[config.mk]
export PLATFORM = sky130hd
export DESIGN_NAME = ao_obi_slave_buffer
export DESIGN_NICKNAME = d
export VERILOG_FILES = /design/src/rtl/ao_obi_buffer_pkg.sv /design/src/rtl/ao_obi_sync_fifo.sv /design/src/rtl/ao_obi_slave_buffer.sv
export SDC_FILE = /design/constraint.sdc
export NUM_CORES = 1
export LEC_CHECK = 0
export CAP_MARGIN = 20
export CORE_ASPECT_RATIO = 1.2
export CORE_MARGIN = 3
export CORE_UTILIZATION = 42
export CTS_BUF_LIST = sky130_fd_sc_hd__clkbuf_8
export CTS_CLUSTER_SIZE = 20
export DETAILED_ROUTE_END_ITERATION = 8
export PLACE_DENSITY = 0.64
export SYNTH_ARGS = -nofsm -noshare
export SYNTH_HDL_FRONTEND = slang
export SYNTH_HIERARCHICAL = 1
export SYNTH_SLANG_ARGS = --single-unit
[constraint.sdc]
create_clock -name clk_i -period 5 [get_ports clk_i]
set_input_delay 0.75 -clock clk_i [delete_from_list [all_inputs] [get_ports clk_i]]
set_output_delay 0.75 -clock clk_i [all_outputs]
set_load 0.005 [all_outputs]
[src/rtl/ao_obi_buffer_pkg.sv]
// Purpose: shared OBI types, defaults and a counter-width helper for the AO slave buffer.
// Latency: n/a (types and constants only).
// Backpressure: n/a.
package ao_obi_buffer_pkg;

    localparam logic [31:0] ERR_RDATA_DEFAULT = 32'hBADCAB1E;
    localparam int          TIMEOUT_DEFAULT   = 1024;

    // OBI request as seen on the bus (A channel).
    typedef struct packed {
        logic        req;
        logic        we;
        logic [3:0]  be;
        logic [31:0] addr;
        logic [31:0] wdata;
    } obi_req_t;

    // OBI response (grant plus R channel).
    typedef struct packed {
        logic        gnt;
        logic        rvalid;
        logic [31:0] rdata;
    } obi_resp_t;

    // Request FIFO payload: everything but the req strobe itself.
    typedef struct packed {
        logic [31:0] addr;
        logic        we;
        logic [3:0]  be;
        logic [31:0] wdata;
    } req_entry_t;

    // Width needed to count 0..n inclusive.
    function automatic int cnt_w(input int n);
        return $clog2(n + 1);
    endfunction

endpackage

[src/rtl/ao_obi_sync_fifo.sv]
// Purpose: generic synchronous FIFO; ports push/push_data, pop/pop_data, full, empty, clk, rst.
// Latency: one cycle from push to data visible at the head (no bypass).
// Backpressure: push ignored while full, pop ignored while empty; callers gate on full/empty.
module ao_obi_sync_fifo #(
    parameter int WIDTH = 32,
    parameter int DEPTH = 2
) (
    input  logic             clk,
    input  logic             rst,
    input  logic             push,
    input  logic [WIDTH-1:0] push_data,
    input  logic             pop,
    output logic [WIDTH-1:0] pop_data,
    output logic             full,
    output logic             empty
);

    localparam int PTR_W = (DEPTH > 1) ? $clog2(DEPTH) : 1;
    localparam int CNT_W = $clog2(DEPTH + 1);

    logic [WIDTH-1:0] mem [DEPTH];
    logic [PTR_W-1:0] wr_ptr;
    logic [PTR_W-1:0] rd_ptr;
    logic [CNT_W-1:0] count;
    logic             do_push;
    logic             do_pop;

    assign full     = (count == CNT_W'(DEPTH));
    assign empty    = (count == '0);
    assign do_push  = push && !full;
    assign do_pop   = pop && !empty;
    assign pop_data = mem[rd_ptr];

    always_ff @(posedge clk) begin
        if (rst) begin
            wr_ptr <= '0;
            rd_ptr <= '0;
            count  <= '0;
        end else begin
            if (do_push) begin
                wr_ptr <= (wr_ptr == PTR_W'(DEPTH - 1)) ? '0 : wr_ptr + 1'b1;
            end
            if (do_pop) begin
                rd_ptr <= (rd_ptr == PTR_W'(DEPTH - 1)) ? '0 : rd_ptr + 1'b1;
            end
            count <= count + CNT_W'(do_push) - CNT_W'(do_pop);
        end
    end

    // Storage carries no reset; validity is tracked by count alone.
    always_ff @(posedge clk) begin
        if (do_push) begin
            mem[wr_ptr] <= push_data;
        end
    end

endmodule

[src/rtl/ao_obi_slave_buffer.sv]
// Purpose: OBI slave buffer in front of the AO peripheral port; req/resp FIFOs, outstanding cap, hang timeout.
// Latency: producer gnt -> consumer req +1 cycle; consumer rvalid -> producer rvalid +1 cycle.
// Backpressure: producer gnt drops when the request FIFO is full or MAX_OUT are outstanding; no rvalid backpressure.
// Ports: clk_i/rst_i (sync, active-high), producer_req_i/producer_resp_o (system bus side),
//        consumer_req_o/consumer_resp_i (AO side), clear_timeout_i, timeout_o (sticky), outstanding_o.
module ao_obi_slave_buffer
    import ao_obi_buffer_pkg::*;
#(
    parameter int          REQ_DEPTH      = 2,
    parameter int          MAX_OUT        = 4,
    parameter int          TIMEOUT_CYCLES = TIMEOUT_DEFAULT,
    parameter logic [31:0] ERR_RDATA      = ERR_RDATA_DEFAULT
) (
    input  logic                      clk_i,
    input  logic                      rst_i,
    input  obi_req_t                  producer_req_i,
    output obi_resp_t                 producer_resp_o,
    output obi_req_t                  consumer_req_o,
    input  obi_resp_t                 consumer_resp_i,
    input  logic                      clear_timeout_i,
    output logic                      timeout_o,
    output logic [cnt_w(MAX_OUT)-1:0] outstanding_o
);

    localparam int OW = cnt_w(MAX_OUT);
    // Keep the timer at least one bit wide even when the timeout is disabled.
    localparam int TW = cnt_w((TIMEOUT_CYCLES > 0) ? TIMEOUT_CYCLES : 1);

    req_entry_t    req_in;
    req_entry_t    req_head;
    logic          req_full;
    logic          req_empty;
    logic          prod_gnt;
    logic          cons_gnt;
    logic          cons_rvalid;
    logic          rsp_take;
    logic          rsp_drop;
    logic          tmo_fire;
    logic          resp_push;
    logic [31:0]   resp_push_data;
    logic [31:0]   resp_head;
    logic          resp_full;
    logic          resp_empty;
    logic          resp_vld;
    logic [OW-1:0] out_cnt;
    logic [OW-1:0] cons_cnt;
    logic [OW-1:0] drop_cnt;
    logic [TW-1:0] tmo_cnt;

    // ---------------- producer side ----------------
    assign prod_gnt = producer_req_i.req && !rst_i && !req_full && (out_cnt < OW'(MAX_OUT));

    always_comb begin
        req_in       = '0;
        req_in.addr  = producer_req_i.addr;
        req_in.we    = producer_req_i.we;
        req_in.be    = producer_req_i.be;
        req_in.wdata = producer_req_i.wdata;
    end

    ao_obi_sync_fifo #(
        .WIDTH ($bits(req_entry_t)),
        .DEPTH (REQ_DEPTH)
    ) u_req_fifo (
        .clk       (clk_i),
        .rst       (rst_i),
        .push      (prod_gnt),
        .push_data (req_in),
        .pop       (cons_gnt),
        .pop_data  (req_head),
        .full      (req_full),
        .empty     (req_empty)
    );

    // ---------------- consumer side ----------------
    always_comb begin
        consumer_req_o       = '0;
        consumer_req_o.req   = !req_empty;
        consumer_req_o.we    = req_head.we;
        consumer_req_o.be    = req_head.be;
        consumer_req_o.addr  = req_head.addr;
        consumer_req_o.wdata = req_head.wdata;
    end

    assign cons_gnt    = !req_empty && consumer_resp_i.gnt;
    assign cons_rvalid = consumer_resp_i.rvalid;

    // A response while drops are pending is the late answer to a timed-out
    // transaction. A response with nothing in flight (e.g. after a reset) is ignored.
    assign rsp_drop = cons_rvalid && (drop_cnt != '0);
    assign rsp_take = cons_rvalid && (drop_cnt == '0) && (cons_cnt != '0);

    // A real rvalid in the timeout cycle wins, so at most one push per cycle.
    assign tmo_fire = (TIMEOUT_CYCLES != 0) && (cons_cnt != '0) && !cons_rvalid &&
                      (tmo_cnt == TW'(TIMEOUT_CYCLES - 1));

    assign resp_push      = rsp_take || tmo_fire;
    assign resp_push_data = tmo_fire ? ERR_RDATA : consumer_resp_i.rdata;

    ao_obi_sync_fifo #(
        .WIDTH (32),
        .DEPTH (MAX_OUT)
    ) u_resp_fifo (
        .clk       (clk_i),
        .rst       (rst_i),
        .push      (resp_push),
        .push_data (resp_push_data),
        .pop       (resp_vld),
        .pop_data  (resp_head),
        .full      (resp_full),
        .empty     (resp_empty)
    );

    assign resp_vld = !resp_empty;

    always_comb begin
        producer_resp_o        = '0;
        producer_resp_o.gnt    = prod_gnt;
        producer_resp_o.rvalid = resp_vld;
        producer_resp_o.rdata  = resp_head;
    end

    assign outstanding_o = out_cnt;

    // ---------------- counters and timeout ----------------
    always_ff @(posedge clk_i) begin
        if (rst_i) begin
            out_cnt   <= '0;
            cons_cnt  <= '0;
            drop_cnt  <= '0;
            tmo_cnt   <= '0;
            timeout_o <= 1'b0;
        end else begin
            out_cnt  <= out_cnt + OW'(prod_gnt) - OW'(resp_vld);
            cons_cnt <= cons_cnt + OW'(cons_gnt) - OW'(resp_push);
            drop_cnt <= drop_cnt + OW'(tmo_fire) - OW'(rsp_drop);
            if ((cons_cnt == '0) || cons_rvalid || tmo_fire) begin
                tmo_cnt <= '0;
            end else begin
                tmo_cnt <= tmo_cnt + 1'b1;
            end
            // A new timeout beats a simultaneous clear.
            if (tmo_fire) begin
                timeout_o <= 1'b1;
            end else if (clear_timeout_i) begin
                timeout_o <= 1'b0;
            end
        end
    end

    always_ff @(posedge clk_i) begin
        if (!rst_i) begin
            assert (!(resp_push && resp_full));
            assert (drop_cnt <= OW'(MAX_OUT));
        end
    end

endmodule

# Word level (Yosys, flattened, before mapping)
# Memory sizes are Yosys's and may differ from the RTL's. A register that Yosys moved wholly into a read port is not among the register bits.
# Cells that the tools add are included.
# W data, S select, Z words.
totals:
  ff_bits: 32
  ram_bits: 266
  inputBits: 107
  out_inout_bits: 108
  elab_cells: 78
  mem_count: 2
mem_list:
  columns: ["memory", "depth", "width", "rd", "rd_ports_with_merged_regs", "write_ports", "line", "text"]
  rows:
  - ["u_req_fifo.mem", 2, 69, 1, 1, 1, "ao_obi_sync_fifo.sv:21", "logic [WIDTH-1:0] mem [DEPTH];"]
  - ["u_resp_fifo.mem", 4, 32, 1, 1, 1, "ao_obi_sync_fifo.sv:21", null]
op_classes:
  addsub: 15
  magnitude_cmp: 1
  eq_ne: 5
  n_mux: 15
  n_reduce_logical: 29
op_table:
  columns: ["operator", "n"]
  rows:
  - ["$mux W32", 1]
  - ["$add A3 B1 Y3", 4]
  - ["$logic_and A1 B1 Y1", 12]
  - ["$sub A3 B1 Y3", 4]
  - ["$add A11 B1 Y11 const B", 1]
  - ["$eq A11 B10 Y1 const B", 1]
  - ["$mux W1", 10]
  - ["$logic_not A3 Y1", 3]
  - ["$mux W2", 4]
  - ["$eq A2 B2 Y1 const B", 3]
  - ["$logic_not A1 Y1", 6]
  - ["$reduce_bool A3 Y1", 2]
  - ["$add A2 B1 Y2 const B", 2]
  - ["$eq A3 B3 Y1 const B", 1]
  - ["$logic_or A1 B1 Y1", 3]
  - ["$lt A3 B3 Y1 const B", 1]
  - ["$add A1 B1 Y1 const B", 2]
  - ["$add A2 B1 Y2", 1]
  - ["$logic_not A2 Y1", 1]
  - ["$reduce_bool A2 Y1", 1]
  - ["$reduce_or A2 Y1", 1]
  - ["$sub A2 B1 Y2", 1]

# Depth between registers and ports, before layout
depth:
  word_depth: 7
  mapped_depth: 15
  mapped_depth_nobuf: 14

# Cells and area by module
# The synthesis kept the hierarchy.
modules_own_cells:
  columns: ["mod", "instances", "cells_each", "area_per_inst_um2", "seq_area_each_um2"]
  rows:
  - ["ao_obi_sync_fifo (u_req_fifo)", 1, 242, 5251.3, 4244.1]
  - ["ao_obi_sync_fifo (u_resp_fifo)", 1, 217, 5093.6, 4023.9]
  - ["ao_obi_slave_buffer", 1, 144, 1246.2, 420.4]

# Worst setup path before layout
# Ideal clock, no wire load.
synth_timing:
  path_type: "input port to flip-flop"
  from: "in rst_i"
  to: "mem u_req_fifo/mem[0][0] (netlist bit) (enable)"
  setup_ps: 423
  t_arrival_ps: 3267
  required_ps: 4577
  slack_ps: 1310
  path_stages: 5
  path_buffers: 0
  cell_sequence: "or4b_2 -> inv_1 -> inv_1 -> or3_1 -> inv_1"
synth_via:
  elab_chain_cells: 7
synth_lines:
  columns: ["element", "line", "text"]
  rows:
  - ["start: declaration", "ao_obi_slave_buffer.sv:15", "input logic rst_i,"]
  - ["$logic_not A1 Y1", null, null]
  - ["$logic_and A1 B1 Y1 (3 in series)", "ao_obi_slave_buffer.sv:51", "assign prod_gnt = producer_req_i.req && !rst_i && !req_full && (out_cnt < OW'(MAX_OUT));"]
  - ["net prod_gnt", "ao_obi_slave_buffer.sv:33", "logic prod_gnt;"]
  - ["$logic_and A1 B1 Y1", "ao_obi_sync_fifo.sv:30", "assign do_push = push && !full;"]
  - ["$mux W1", "ao_obi_sync_fifo.sv:52", "if (do_push) begin"]
  - ["$mux W1 (implied by the code)", "ao_obi_sync_fifo.sv:53", "mem[wr_ptr] <= push_data;"]
  - ["end: declaration", "ao_obi_sync_fifo.sv:21", null]
# The timed path passes the listed nets, and every way through them passes these cells.

# Worst setup path in the final report
layout_timing:
  from: "reg tmo_cnt[0]"
  to: "reg u_resp_fifo.count[2]"
layout_via:
  elab_chain_cells: 6
layout_lines:
  columns: ["element", "line", "text"]
  rows:
  - ["start: declaration", "ao_obi_slave_buffer.sv:48", "logic [TW-1:0] tmo_cnt;"]
  - ["start signal: assignment", "ao_obi_slave_buffer.sv:140", "tmo_cnt <= tmo_cnt + 1'b1;"]
  - ["$eq A11 B10 Y1", "ao_obi_slave_buffer.sv:95", "(tmo_cnt == TW'(TIMEOUT_CYCLES - 1));"]
  - ["$logic_and A1 B1 Y1", "ao_obi_slave_buffer.sv:94", "assign tmo_fire = (TIMEOUT_CYCLES != 0) && (cons_cnt != '0) && !cons_rvalid &&"]
  - ["$logic_or A1 B1 Y1", "ao_obi_slave_buffer.sv:97", "assign resp_push = rsp_take || tmo_fire;"]
  - ["net resp_push", "ao_obi_slave_buffer.sv:39", "logic resp_push;"]
  - ["$logic_and A1 B1 Y1", "ao_obi_sync_fifo.sv:30", null]
  - ["$add A3 B1 Y3", "ao_obi_sync_fifo.sv:46", "count <= count + CNT_W'(do_push) - CNT_W'(do_pop);"]
  - ["$sub A3 B1 Y3", "ao_obi_sync_fifo.sv:46", null]
  - ["end signal: assignment", "ao_obi_sync_fifo.sv:46", null]
  - ["end: declaration", "ao_obi_sync_fifo.sv:24", "logic [CNT_W-1:0] count;"]
# The timed path passes the listed nets, and every way through them passes these cells.
# A chain may end at the register's enable or synchronous reset.

==> results.rst <==
.. list-table::
   :header-rows: 1

   * - Metric
     - Value
   * - Run status
     - complete, no violations
   * - Total Nets Final
     - 976
   * - Total power draw
     - 6.42 mW
   * - Total global routing overflow
     - 0
   * - Core ar.
     - 26800 µm²
   * - Ratio of total power to cell area
     - about 430 nW/µm²
   * - Core occupancy in the finished layout
     - 0.557
   * - Crit path arrival time
     - around 4.1 ns
   * - Endpoint class of the critical path
     - register
   * - Root buffer selected by CTS
     - sky130_fd_sc_hd__clkbuf_8
   * - Filler Cells Inserted
     - 2103
   * - Critical Path Source
     - tmo_cnt[0]
   * - Required time worst endpoint
     - about 5.4 ns
   * - Share of cells above drive strength 1
     - 0.205
   * - Slew at the pin with the worst max-slew slack
     - approximately 0.98 ns
   * - Accumulated negative setup slack
     - 0 ns
   * - Max stage delay cell, worst path
     - sky130_fd_sc_hd__or4_4
   * - Non-filler instance count after layout
     - around 1200
   * - First-pass GRT wire length
     - ~36 mm
   * - Yosys synthesis warning count
     - 6
   * - Max cap viols
     - 0
   * - FMAX
     - 270 MHz
   * - Leak Pwr
     - just over 5 nW
   * - Diode count
     - 0
   * - Number of cell rows
     - between 60 and 70
   * - Clock sinks
     - between 300 and 400
   * - Overall global routing resource usage
     - 0.157
   * - Maximum buffer depth of the clock tree
     - 3
   * - Avg WL per Cell
     - approximately 19 µm
   * - Count of TritonRoute iterations in the first routing pass
     - 4
   * - DR iter-0 viols
     - around 260
   * - Kind of cell adding the most delay to the critical path
     - simple AND/OR/NAND/NOR gates
   * - Detailed Place HPWL
     - 15.2 mm
   * - Worst hold-check path type
     - register to register
   * - Number of hold-repair buffers added at the cts stage
     - 0
   * - Number of antenna violations at the first check in global routing
     - 0
   * - Unrepaired setup endpoints after global routing
     - no
   * - Leading cell types in the layout, fill and taps excluded
     - sky130_fd_sc_hd__edfxtp_1, sky130_fd_sc_hd__clkdlybuf4s50_1, sky130_fd_sc_hd__mux2_2
   * - Die span in x
     - between 150 and 200 µm
   * - Buffers plus inverters on the worst setup path
     - 2
   * - Critical Path Fanout Max
     - 34
   * - Clock tree from TritonCTS
     - built
   * - Area delta synth->final
     - 28.7%
   * - Total area of sequential cells
     - between 8000 and 9000 µm²
   * - Total of cells resized after clock tree synthesis
     - 0
   * - Number of hold-slack violations in the final timing report
     - 0
   * - Period Utilization, post-route
     - 0.740
   * - Mean number of vias per cell
     - 4.97
   * - Post-route DRC violation count
     - 0
   * - Syn nets
     - about 730
   * - Instance area after placement
     - around 14000 µm²
   * - Avg Inst Size Synth
     - ~19 µm²
   * - Critical R2R Launch
     - tmo_cnt[0]
   * - Overall via count from detail_route
     - between 6000 and 7000
   * - Hold path startpoint
     - tmo_cnt[0]
   * - Sequence of cells on the critical path
     - ha_1 > and4_4 > nand3_2 > or4_4 > o21ai_0 > and2_4 > inv_1 > ha_1 > inv_1 > ha_1 > fa_1 > xnor2_1 > xnor2_1 > nor2_1
   * - Most frequent standard cell in the layout excluding fill and tap cells
     - sky130_fd_sc_hd__edfxtp_1
   * - VDD IR max
     - ~0.00027 V
   * - Worst slew slack as a fraction of its limit
     - 0.344
   * - Clock slew at the register clock pins of the worst setup and hold paths
     - about 0.060 ns
   * - Vias in the first global route
     - 6721
   * - Final max-slew violation count
     - 0
   * - Placed Cells incl. Taps
     - 1135
   * - Total CTS buffers
     - 47
   * - Total area of multi-input combinational cells
     - 2660 µm²
   * - Setup Buffers After CTS
     - 0
   * - Crit path launch type
     - register
   * - Total die area
     - between 20000 and 30000 µm²
   * - Worst setup path category
     - register to register
   * - Netlist area before placement
     - ~12000 µm²
   * - H-tree levels
     - 2
   * - Cell type with the highest occurrence count on the critical path
     - sky130_fd_sc_hd__ha_1
   * - Global placement routability congestion
     - around 0.73
   * - Worst Skew
     - around 0.025 ns
   * - Maximum number of pins on one net before global-route repair
     - 70
   * - Highest cell delay on the worst timing path
     - approximately 0.64 ns
   * - Clk Latency, worst-skew pair
     - roughly 0.55 ns
   * - Antenna-violating nets left
     - 0
   * - Y dimension of the die
     - approximately 190 µm
   * - Starting density of the core
     - 0.433
   * - Finished Cell Area
     - roughly 15000 µm²
   * - Post-detailed-routing wire length
     - ~23 mm
   * - Port buffer count
     - 214
   * - Top-Level Pins
     - roughly 220
   * - Final count of negative-setup-slack endpoints
     - 0
   * - Number of cells produced by synthesis
     - between 600 and 700
   * - Post-layout minimum cycle time
     - about 3.7 ns
## layer usage
metal	up-vias	track usage	wire, µm
li1	2799	-	-
met1	3060	0.173	8390
met2	163	0.297	13200
met3	37	0.0351	1200
met4	0	0.0477	414
met5	-	0	0
## registers in the layout (all words and copies together) (netlist names), 2 cells and up, named ones only
register,cells
drop_cnt,3
outstanding_o,3
u_resp_fifo/rd_ptr,2
tmo_cnt,11
u_resp_fifo/count,3
cons_cnt,3
u_req_fifo/count,2
u_resp_fifo/mem,128
u_req_fifo/mem,138
u_resp_fifo/wr_ptr,2
## power breakdown
part	switching, mW	leakage, nW	internal (mW)
sequential	0.132	2.70	2.99
combinational	0.580	1.90	0.870
clock	0.889	0.495	0.959
total	1.60	5.09	4.82
## area by class of cell
class	count	share of cell area
Sequential cell	301	0.583
Multi-Input combinational cell	255	0.178
Timing Repair Buffer	220	0.148
Clock buffer	49	0.0452
Tap cell	335	0.0281
Clock inverter	35	0.0117
Inverter	24	0.00604
## worst paths after layout
| path | to | slack (ns) | cells after the start |
|---|---|---|---|
| worst min-delay path | tmo_cnt[0] | 0.47 | 1 |
| worst max register to register | u_resp_fifo/count[2] | 1.30 | 14 |
| worst max-delay path | u_resp_fifo/count[2] | 1.30 | 14 |
| worst min register to register | tmo_cnt[0] | 0.47 | 1 |
## stage by stage
stage / hold WS (ns) / setup WS (ns)
2_1_floorplan: 0.430 / 1.31
3_3_place_gp: 0.443 / 0.941
3_5_place_dp: 0.461 / 0.818
4_1_cts: 0.474 / 1.23
5_1_grt: 0.511 / 1.04
6_report: 0.469 / 1.30
## worst register-to-register path, stage by stage (launching register included)
cell and delay, ns:
sky130_fd_sc_hd__dfxtp_1 0.38, sky130_fd_sc_hd__ha_1 0.24, sky130_fd_sc_hd__and4_4 0.27, sky130_fd_sc_hd__nand3_2 0.10, sky130_fd_sc_hd__or4_4 0.64, sky130_fd_sc_hd__o21ai_0 0.41, sky130_fd_sc_hd__and2_4 0.29, sky130_fd_sc_hd__inv_1 0.04
sky130_fd_sc_hd__ha_1 0.26, sky130_fd_sc_hd__inv_1 0.04, sky130_fd_sc_hd__ha_1 0.18, sky130_fd_sc_hd__fa_1 0.38, sky130_fd_sc_hd__xnor2_1 0.18, sky130_fd_sc_hd__xnor2_1 0.14, sky130_fd_sc_hd__nor2_1 0.05
Power figures use the tool's default switching activity.
